### src/rtl/expr_calc.sv
// expr_calc: grammar-checking evaluator for a one-character-per-cycle ASCII stream of single
// digits joined by '+' and '*', terminated by '='. '*' binds tighter than '+'; all arithmetic
// wraps modulo 2^WIDTH. The block re-arms itself after every '='.
//
// Ports:
//   clk      - clock, rising edge
//   clr      - asynchronous active-high reset
//   in       - ASCII character
//   in_valid - 'in' is consumed on edges where this is 1
//   out      - 1 while the accepted prefix is a complete valid expression
//   busy     - 1 while an expression is in progress
//   done     - one-cycle pulse: expression ended validly, 'result' updated
//   err      - one-cycle pulse: expression ended invalidly, 'result' untouched
//   result   - value of the last valid expression
module expr_calc #(
    parameter int unsigned WIDTH   = 16,
    parameter int unsigned MAX_LEN = 32
) (
    input  logic             clk,
    input  logic             clr,
    input  logic [7:0]       in,
    input  logic             in_valid,
    output logic             out,
    output logic             busy,
    output logic             done,
    output logic             err,
    output logic [WIDTH-1:0] result
);

    localparam int unsigned LenW = $clog2(MAX_LEN + 1);

    typedef enum logic [1:0] {
        StExpDig,
        StExpOp,
        StErr
    } state_e;

    state_e           state_q, state_d;
    logic [WIDTH-1:0] sum_q, sum_d;
    logic [WIDTH-1:0] term_q, term_d;
    logic             mul_q, mul_d;
    logic [LenW-1:0]  len_q, len_d;
    logic [WIDTH-1:0] result_q, result_d;
    logic             done_q, done_d;
    logic             err_q, err_d;

    logic             is_digit, is_eq, is_plus, is_star, len_full;
    logic [7:0]       digit_raw;
    logic [WIDTH-1:0] digit;

    assign is_digit  = (in >= 8'h30) && (in <= 8'h39);
    assign is_eq     = (in == 8'h3d);
    assign is_plus   = (in == 8'h2b);
    assign is_star   = (in == 8'h2a);
    assign digit_raw = in - 8'h30;
    assign digit     = WIDTH'(digit_raw);
    // Another accepted character would push the count past MAX_LEN.
    assign len_full  = (len_q == LenW'(MAX_LEN));

    always_comb begin
        state_d  = state_q;
        sum_d    = sum_q;
        term_d   = term_q;
        mul_d    = mul_q;
        len_d    = len_q;
        result_d = result_q;
        done_d   = 1'b0;
        err_d    = 1'b0;

        if (in_valid) begin
            if (is_eq) begin
                // Every terminator re-arms the datapath; only a clean EXP_OP end publishes.
                sum_d   = '0;
                term_d  = '0;
                mul_d   = 1'b0;
                len_d   = '0;
                state_d = StExpDig;
                if (state_q == StExpOp) begin
                    result_d = sum_q + term_q;
                    done_d   = 1'b1;
                end else begin
                    err_d = 1'b1;
                end
            end else begin
                case (state_q)
                    StExpDig: begin
                        if (len_full) begin
                            state_d = StErr;
                        end else begin
                            len_d = len_q + LenW'(1);
                            if (is_digit) begin
                                term_d  = mul_q ? term_q * digit : digit;
                                state_d = StExpOp;
                            end else begin
                                state_d = StErr;
                            end
                        end
                    end
                    StExpOp: begin
                        if (len_full) begin
                            state_d = StErr;
                        end else begin
                            len_d = len_q + LenW'(1);
                            if (is_plus) begin
                                sum_d   = sum_q + term_q;
                                mul_d   = 1'b0;
                                state_d = StExpDig;
                            end else if (is_star) begin
                                mul_d   = 1'b1;
                                state_d = StExpDig;
                            end else begin
                                state_d = StErr;
                            end
                        end
                    end
                    StErr: begin
                        // Discard everything until '='.
                    end
                    default: begin
                        state_d = StErr;
                    end
                endcase
            end
        end
    end

    always_ff @(posedge clk or posedge clr) begin
        if (clr) begin
            state_q  <= StExpDig;
            sum_q    <= '0;
            term_q   <= '0;
            mul_q    <= 1'b0;
            len_q    <= '0;
            result_q <= '0;
            done_q   <= 1'b0;
            err_q    <= 1'b0;
        end else begin
            state_q  <= state_d;
            sum_q    <= sum_d;
            term_q   <= term_d;
            mul_q    <= mul_d;
            len_q    <= len_d;
            result_q <= result_d;
            done_q   <= done_d;
            err_q    <= err_d;
        end
    end

    assign out    = (state_q == StExpOp);
    assign busy   = (state_q != StExpDig) || (len_q != '0);
    assign done   = done_q;
    assign err    = err_q;
    assign result = result_q;

endmodule

### config.mk
export PLATFORM = sky130hd
export DESIGN_NAME = expr_calc
export DESIGN_NICKNAME = d
export VERILOG_FILES = /design/src/rtl/expr_calc.sv
export SDC_FILE = /design/constraint.sdc
export NUM_CORES = 1
export LEC_CHECK = 0
export BUFFER_PORTS_ARGS = -buffer_cell sky130_fd_sc_hd__buf_2
export CAP_MARGIN = 20
export CORE_ASPECT_RATIO = 1.75
export CORE_UTILIZATION = 30
export DETAILED_ROUTE_END_ITERATION = 10
export SLEW_MARGIN = 20
export SYNTH_ARGS = -nofsm -noshare
export SYNTH_HDL_FRONTEND = slang
export SYNTH_SLANG_ARGS = --single-unit
### constraint.sdc
create_clock -name clk -period 6.15 [get_ports clk]
set_input_delay 0.3075 -clock clk [delete_from_list [all_inputs] [get_ports clk]]
set_output_delay 0.3075 -clock clk [all_outputs]
set_load 0.02 [all_outputs]
==> parameters.txt, run 1 <==
Parameter                              Value

Clock network
  Sink Count ... 59
  Insertion delay of the later-clocked pin in the worst-skew pair ... 340 ps
  Post-CTS Setup Repair Bufs ... 0
  CTS root buffer ... clkbuf_16
  Clock tree from TritonCTS ... yes
  Cts bufs inserted ... 9
  Clock slew seen by the registers of the worst setup and hold paths ... 50 ps
  H-tree levels ... 3
  Hold-fix buffer count after cts ... 0
  Total of cells resized after clock tree synthesis ... 0
  Number of buffers between clock root and the deepest sink ... 2

Setup path
  Cell repeated most along the worst path ... fa_1
  Type of destination of the critical path ... flip-flop
  CP Launch Type ... input port
  Combined buffer and inverter count along the critical path ... 3
  Data required, critical path ... 6350 ps
  Maximum fanout along the worst path ... 15
  Slowest stage delay, CP ... 540 ps
  Data arrival, critical path ... 5230 ps
  Kind of critical path ... input port to flip-flop
  CP top delay family ... adder cells
  Chain of cells forming the critical path ... buf_2, ha_1, xnor2_1, and2_1, fa_1, inv_1, fa_1, fa_1, fa_1, inv_1, ha_1, o21a_1, o21ai_0, o21ai_0, a221oi_1, xnor2_1, o21ai_0
  Highest-delay cell along the critical path ... xnor2_1

Pwr
  Switching pwr ... 0.000246 W
  Power density relative to cell area ... 151 mW/mm^2
  Switching fraction of total power ... 0.248
  Static leakage ... 3.08 nW
  Part of the power in the clock network ... 0.496
  Cell internal pwr ... 0.000746 W
  Worst vdd rail ir drop ... 0.124 mV
  Sequential fraction of design power ... 0.407
  Combinational cell fraction of total power ... 0.097

Timing
  Time the worst path needs with I/O delays and setup ... 5020 ps
  Setup repair after global routing missed its margin ... false
  Relative max-transition margin ... 0.414
  Peak Freq ... 199 MHz
  Transition time at the pin with the least slew margin ... 877 ps
  Total negative slack ... 0 ps
  Post-Route Skew ... 8.69 ps
  Crit share post-route ... 0.817
  Final setup violation count ... 0
  Number of failing hold endpoints at the final stage ... 0
  Total count of max-transition violations in the final report ... 0

Logic synthesis
  Most common flop cell mapped by yosys ... dfrtp_1
  Post-synthesis net count ... 764
  Number of cells produced by synthesis ... 649
  Synthesized-area fraction occupied by ao, oa, aoi and oai cells ... 0.129
  Number of register bits inferred by synthesis ... 59
  Combinational family with the most area after synthesis ... adder cells
  Netlist area before placement ... 0.00590 mm^2
  Portion of netlist area occupied by mux cells ... 0.00870
  Share of flip-flops with an asynchronous set or reset ... 1.00
  Simple-Gate Fraction of Synth Area ... 0.180
  Sequential cell area fraction in the yosys report ... 0.250
  Cells taking the most area after synthesis ... dfrtp_1 (25%), fa_1 (21%), ha_1 (9.1%)
  Commonest cells in the netlist ... inv_1 (83), nand2_1 (83), fa_1 (61)
  Number of enable flip-flop cells after synthesis ... 0
  Distinct cell type count of the synthesized netlist ... 46
  Post-Syn Area per Cell ... 9.09 um^2
  Number of warnings reported in the yosys synthesis log ... 0
  Post-Synth Adder-Cell Area ... 0.298
  Parity-gate share of the synthesized area counting xor and xnor cells ... 0.0683
  Area share of the largest cell type after synthesis ... 0.250
  Cell type with the largest total area after synthesis ... dfrtp_1

Floorplanning
  Count of standard-cell rows ... 67
  Full die area ... 0.0203 mm^2
  Boundary pin count ... 31
  Starting density of the core ... 0.307
  Horizontal extent of the die ... 108 um
  Core area ... 0.0192 mm^2
  Die height ... 188 um

Status
  Status ... finished, final reports clean

Routing
  Ratio of routed vias to standard cells ... 4.89
  Per-cell routed wire length ... 15.6 um
  Via total after detailed routing ... 4481
  Final routed DRC violation total ... 0
  Pre-Repair DR Iteration Count ... 4
  Iteration-0 DRC Markers ... 128
  Number of routed nets with antenna violations ... 0
  DRT Wirelength ... 14300 um

Placed design
  # placed instances ... 903
  Global placement routability congestion ... 0.820
  Total cell area at the placement stage ... 0.00629 mm^2
  Half-perimeter wire length after placement ... 11300 um
  Port buffer count ... 30

Finish
  Final non-filler cell total ... 917
  Cell area after layout ... 0.00657 mm^2
  Final cell utilization of the core ... 0.342
  Final layout net count ... 788
  Fraction of final layout cells sized beyond drive strength 1 ... 0.0828
  Area growth from synthesis to final layout ... 11.4%
  Antenna diode count ... 0

Run
  MaxCap Viol Count ... 0

Global route
  Pin count of the biggest net entering global routing ... 60
  Global-route wire length before repair ... 24500 um
  Overall Global Routing Usage ... 0.159
  Initial antenna violation count ... 0
  Number of global-route vias before repair ... 4963
  Remaining global-route overflow ... 0

Worst hold path
  Worst min path class ... input port to async pin
==> worst reg2reg max path: stages, from the launching register on <==
cell       delay, ps
dfrtp_1          500
inv_1            220
nor2_1           100
fa_1             470
fa_1             540
inv_1             50
fa_1             490
fa_1             550
inv_1             40
ha_1             320
a21o_1           220
a2111oi_2        530
o21ai_0          190
a221oi_1         330
xnor2_1          150
o21ai_0           80
==> sequential cells by signal (all words and copies together) (netlist names) <==
signal   flops
done         1
err          1
len_q        6
mul_q        1
result      16
state_q      2
sum_q       16
term_q      16
==> per-layer routing <==
layer | GRT usage | part of all wire | vias up
met2 | 0.295 | 0.56 | 68
met1 | 0.157 | 0.37 | 2226
met4 | 0.110 | 0.051 | 0
met5 | 0 | 0 | -
met3 | 0.0222 | 0.021 | 39
li1 | - | - | 2148
==> final timing paths <==
kind / cells past startpoint / to / slack, ps / start
max in group asynchronous: 3 / term_q[9] / 5450 / clr
setup / recovery: 17 / term_q[15] / 1130 / in[4]
hold / removal: 3 / err / 180 / clr
min in group clk: 2 / state_q[0] / 250 / in_valid
setup reg to reg: 15 / term_q[15] / 1230 / term_q[1]
hold reg to reg: 2 / result[10] / 470 / result[10]
==> through the flow <==
| stage | power [W] | setup WS (ps) | hold WS (ps) |
|---|---|---|---|
| after floorplan | 0.000476 | 1240 | 404 |
| after CTS | 0.00101 | 1140 | 216 |
| after global placement | 0.000506 | 914 | 460 |
| after detailed placement | 0.000508 | 786 | 466 |
| final | 0.000991 | 1130 | 181 |
| after global routing | 0.00103 | 725 | 258 |
==> cell type report <==
type | count | area, um^2
inverter | 83 | 312
timing repair buffer | 32 | 165
clock inverter | 3 | 40.0
fill | 1963 | 12600
sequential | 59 | 1480
tap | 241 | 302
clock buffer | 11 | 243
multi-input combinational | 488 | 4040
==> power by group through the flow <==
stage | registers (W) | logic, W | clock network, W
2_1_floorplan | 0.000407 | 0.0000684 | 0
3_3_place_gp | 0.000410 | 0.0000956 | 0
3_5_place_dp | 0.000410 | 0.0000982 | 0
4_1_cts | 0.000404 | 0.0000984 | 0.000507
5_1_grt | 0.000404 | 0.000110 | 0.000518
6_report | 0.000404 | 0.0000964 | 0.000491
==> layout by cell type, fill, tap and decap left out, types with 2 or more instances in the layout <==
cell	n
nand3_1	15
a21oi_1	18
nand2_1	83
fa_1	61
o221a_2	2
and2_1	42
o21a_1	6
clkinv_2	2
nand4_1	6
a21o_1	15
a31o_2	2
xnor2_1	22
o21ai_0	53
xor2_1	24
ha_1	43
nor2b_1	26
mux2i_1	4
nand2b_1	5
nor3_1	2
inv_1	82
buf_4	2
buf_2	30
clkbuf_16	9
o31ai_1	8
nor2_1	26
and3_1	3
dfrtp_1	59
a221oi_1	2
==> cell families (layout without fill, tap and decap cells) <==
group                      Yosys count  in the layout
AOI/OAI and AO/OA                  119            119
xor gates and xnor gates            46             46
adders and majority gates          104            104
buffers and inverters              102            129
DFF                                 59             59
muxes                                5              5
and+or+nand+nor                    214            214
No activity file was read; power rests on OpenSTA's default activity.
==> inputs of run 2 (changes only) <==
==> constraint.sdc (replaced) <==
create_clock -name clk -period 4.9 [get_ports clk]
set_input_delay 0.245 -clock clk [delete_from_list [all_inputs] [get_ports clk]]
set_output_delay 0.245 -clock clk [all_outputs]
set_load 0.02 [all_outputs]
==> run 2 against run 1 <==
  * Final area up 3.1%
  * Die area unchanged
  * Via count up 1.6%
  * Clock-buffer cell count up 1
  * Sequential power up 25%
  * Hold slack worse by 44 ps
  * Combinational power up 38%
  * Clock power up 33%
  * Critical path depth down 2
  * Sequential share of layout area down 0.67 points
  * Routed wire length up 0.22%
  * First-iteration DRC count up 57%
==> parameters.txt, run 2 (same netlist as run 1, synthesis figures left out) <==
Parameter                              Value

Clock network
  H-tree levels ... 3 (unchanged)
  Number of buffers between clock root and the deepest sink ... 2 (unchanged)
  Clock tree from TritonCTS ... yes (unchanged)
  Post-CTS Setup Repair Bufs ... 0 (unchanged)
  Cts bufs inserted ... 9 (unchanged)
  Hold-fix buffer count after cts ... 0 (unchanged)
  Insertion delay of the later-clocked pin in the worst-skew pair ... 330 ps (was 340 ps)
  Clock slew seen by the registers of the worst setup and hold paths ... 60 ps (was 50 ps)
  Sink Count ... 59 (unchanged)
  CTS root buffer ... clkbuf_16 (unchanged)

Setup path
  Worst reg2reg setup slack ... 240 ps (was 1230 ps)
  Data arrival, critical path ... 4850 ps (was 5230 ps)
  Type of destination of the critical path ... flip-flop (unchanged)
  Cell repeated most along the worst path ... fa_1 (unchanged)
  CP Launch Type ... flip-flop (was input port)
  Highest-delay cell along the critical path ... fa_1 (was xnor2_1)
  Chain of cells forming the critical path ... buf_4, nor2b_1, fa_1, inv_1, fa_1, fa_1, fa_1, inv_1, ha_1, a21o_1, a221oi_1, o31ai_1, o31ai_1, xor2_1, o21ai_0 (was buf_2, ha_1, xnor2_1, and2_1, fa_1, inv_1, fa_1, fa_1, fa_1, inv_1, ha_1, o21a_1, o21ai_0, o21ai_0, a221oi_1, xnor2_1, o21ai_0)
  Slowest stage delay, CP ... 550 ps (was 540 ps)
  Kind of critical path ... flip-flop to flip-flop (was input port to flip-flop)
  Maximum fanout along the worst path ... 6 (was 15)
  Data required, critical path ... 5090 ps (was 6350 ps)

Timing
  Crit share post-route ... 0.950
  Setup repair after global routing missed its margin ... false (unchanged)
  Relative max-transition margin ... 0.397 (was 0.414)
  Number of failing hold endpoints at the final stage ... 0 (unchanged)
  Post-route worst hold slack ... 137 ps (was 181 ps)
  Post-Route Skew ... 7.17 ps (was 8.69 ps)
  Peak Freq ... 215 MHz
  Transition time at the pin with the least slew margin ... 902 ps (was 877 ps)
  Minimum setup slack in the final design ... 243 ps (was 1130 ps)
  Total count of max-transition violations in the final report ... 0 (unchanged)
  Final setup violation count ... 0 (unchanged)
  Time the worst path needs with I/O delays and setup ... 4660 ps

Pwr
  Post-route total power ... 0.00129 W (was 0.000991 W)
  Static leakage ... 3.20 nW (was 3.08 nW)
  Power density relative to cell area ... 191 mW/mm^2 (was 151 mW/mm^2)
  Worst vdd rail ir drop ... 0.252 mV (was 0.124 mV)

Placed design
  Half-perimeter wire length after placement ... 11600 um (was 11300 um)
  Total cell area at the placement stage ... 0.00644 mm^2 (was 0.00629 mm^2)
  Post-Place Worst Slack ... -181 ps (was 786 ps)
  # placed instances ... 923 (was 903)
  Global placement routability congestion ... 0.827 (was 0.820)
  Port buffer count ... 30 (unchanged)

Finish
  Commonest cells after routing, fill and taps aside ... nand2_1 (83), inv_1 (82), fa_1 (61) (unchanged)
  Register area ... 0.00148 mm^2 (unchanged)
  Cell area after layout ... 0.00678 mm^2 (was 0.00657 mm^2)
  Final layout net count ... 808 (was 788)
  Area growth from synthesis to final layout ... 14.8% (was 11.4%)
  Area of combinational cells with multiple inputs ... 0.00406 mm^2 (was 0.00404 mm^2)
  Fraction of final layout cells sized beyond drive strength 1 ... 0.115 (was 0.0828)
  Commonest non-fill, non-tap cell in the layout ... nand2_1 (unchanged)
  Number of fill cells in the layout ... 1953 (was 1963)
  Final non-filler cell total ... 939 (was 917)
  Antenna diode count ... 0 (unchanged)

Worst hold path
  Worst min path class ... input port to async pin (unchanged)

Global route
  Number of global-route vias before repair ... 4883 (was 4963)
  Global-route wire length before repair ... 24100 um (was 24500 um)
  Overall Global Routing Usage ... 0.154 (was 0.159)
  Remaining global-route overflow ... 0 (unchanged)
  Initial antenna violation count ... 0 (unchanged)
  Pin count of the biggest net entering global routing ... 60 (unchanged)

Floorplanning
  Full die area ... 0.0203 mm^2 (unchanged)
  Starting density of the core ... 0.307 (unchanged)
  Count of standard-cell rows ... 67 (unchanged)
  Die height ... 188 um (unchanged)
  Core area ... 0.0192 mm^2 (unchanged)
  Boundary pin count ... 31 (unchanged)
  Horizontal extent of the die ... 108 um (unchanged)

Routing
  Final routed DRC violation total ... 0 (unchanged)
  Highest metal layer with signal wires ... met4 (unchanged)
  Iteration-0 DRC Markers ... 201 (was 128)
  Ratio of routed vias to standard cells ... 4.85 (was 4.89)
  Via total after detailed routing ... 4554 (was 4481)
  Met3 wire length ... 267 um (was 305 um)
  Per-cell routed wire length ... 15.2 um (was 15.6 um)
  DRT Wirelength ... 14300 um (about the same)
  Number of routed nets with antenna violations ... 0 (unchanged)
  Pre-Repair DR Iteration Count ... 4 (unchanged)
  Routed length on met1 ... 5260 um (was 5250 um)
  Wire length on met2 ... 8200 um (was 8000 um)

Status
  Status ... finished, final reports clean (unchanged)

Run
  MaxCap Viol Count ... 0 (unchanged)
[run 2: changes by cell type in the layout (fill, tap and decap cells not counted), sizes merged]
cell	previous run	this run
buf	32	52
clkbuf	11	12
clkinvlp	0	1
[run 2: timing repair]
action	CTS	global route
resized for setup	0	2
hold endpoints to repair	0	0
endpoints found under the setup margin	0	2
[run 2: final timing paths]
path / start / end / cells past startpoint
max: term_q[3] / term_q[14] / 15
min: clr / result[0] / 3
max reg2reg: term_q[3] / term_q[14] / 15
min reg2reg: result[0] / result[0] / 2
max in group asynchronous: clr / result[13] / 3
min in group clk: in_valid / state_q[0] / 2
[run 2: power breakdown]
group          internal, W  switching [W]
registers         0.000496     0.00000962
clock network     0.000433       0.000222
logic            0.0000498      0.0000831
[run 2: critical path: cells and delay by family (launching register included)]
kind	cells	cell delay, ps
DFF	1	440
AOI/OAI and AO/OA	5	1020
and+or+nand+nor	1	150
buffers and inverters	3	280
xor gates and xnor gates	1	170
adders and majority gates	5	2460
[run 2: cell type report]
type                    instances  share of cell area
clock buffers                  12              0.0393
clock inverters                 4             0.00702
inverters                      83              0.0460
multi-input cells             488               0.599
flip-flops and latches         59               0.218
well taps                     241              0.0445
repair buffers                 52              0.0465
[run 2: through the flow]
stage	utilization	setup TNS, ps
after global routing	0.353	0
after floorplan	-	0
after global placement	0.336	-251
after CTS	0.352	0
final	0.353	0
after detailed placement	0.336	-395
[run 2: layer usage]
metal / vias to the layer above / global-route usage
li1: 2191 / -
met1: 2265 / 0.159
met2: 69 / 0.296
met3: 29 / 0.0122
met4: 0 / 0.0843
met5: - / 0
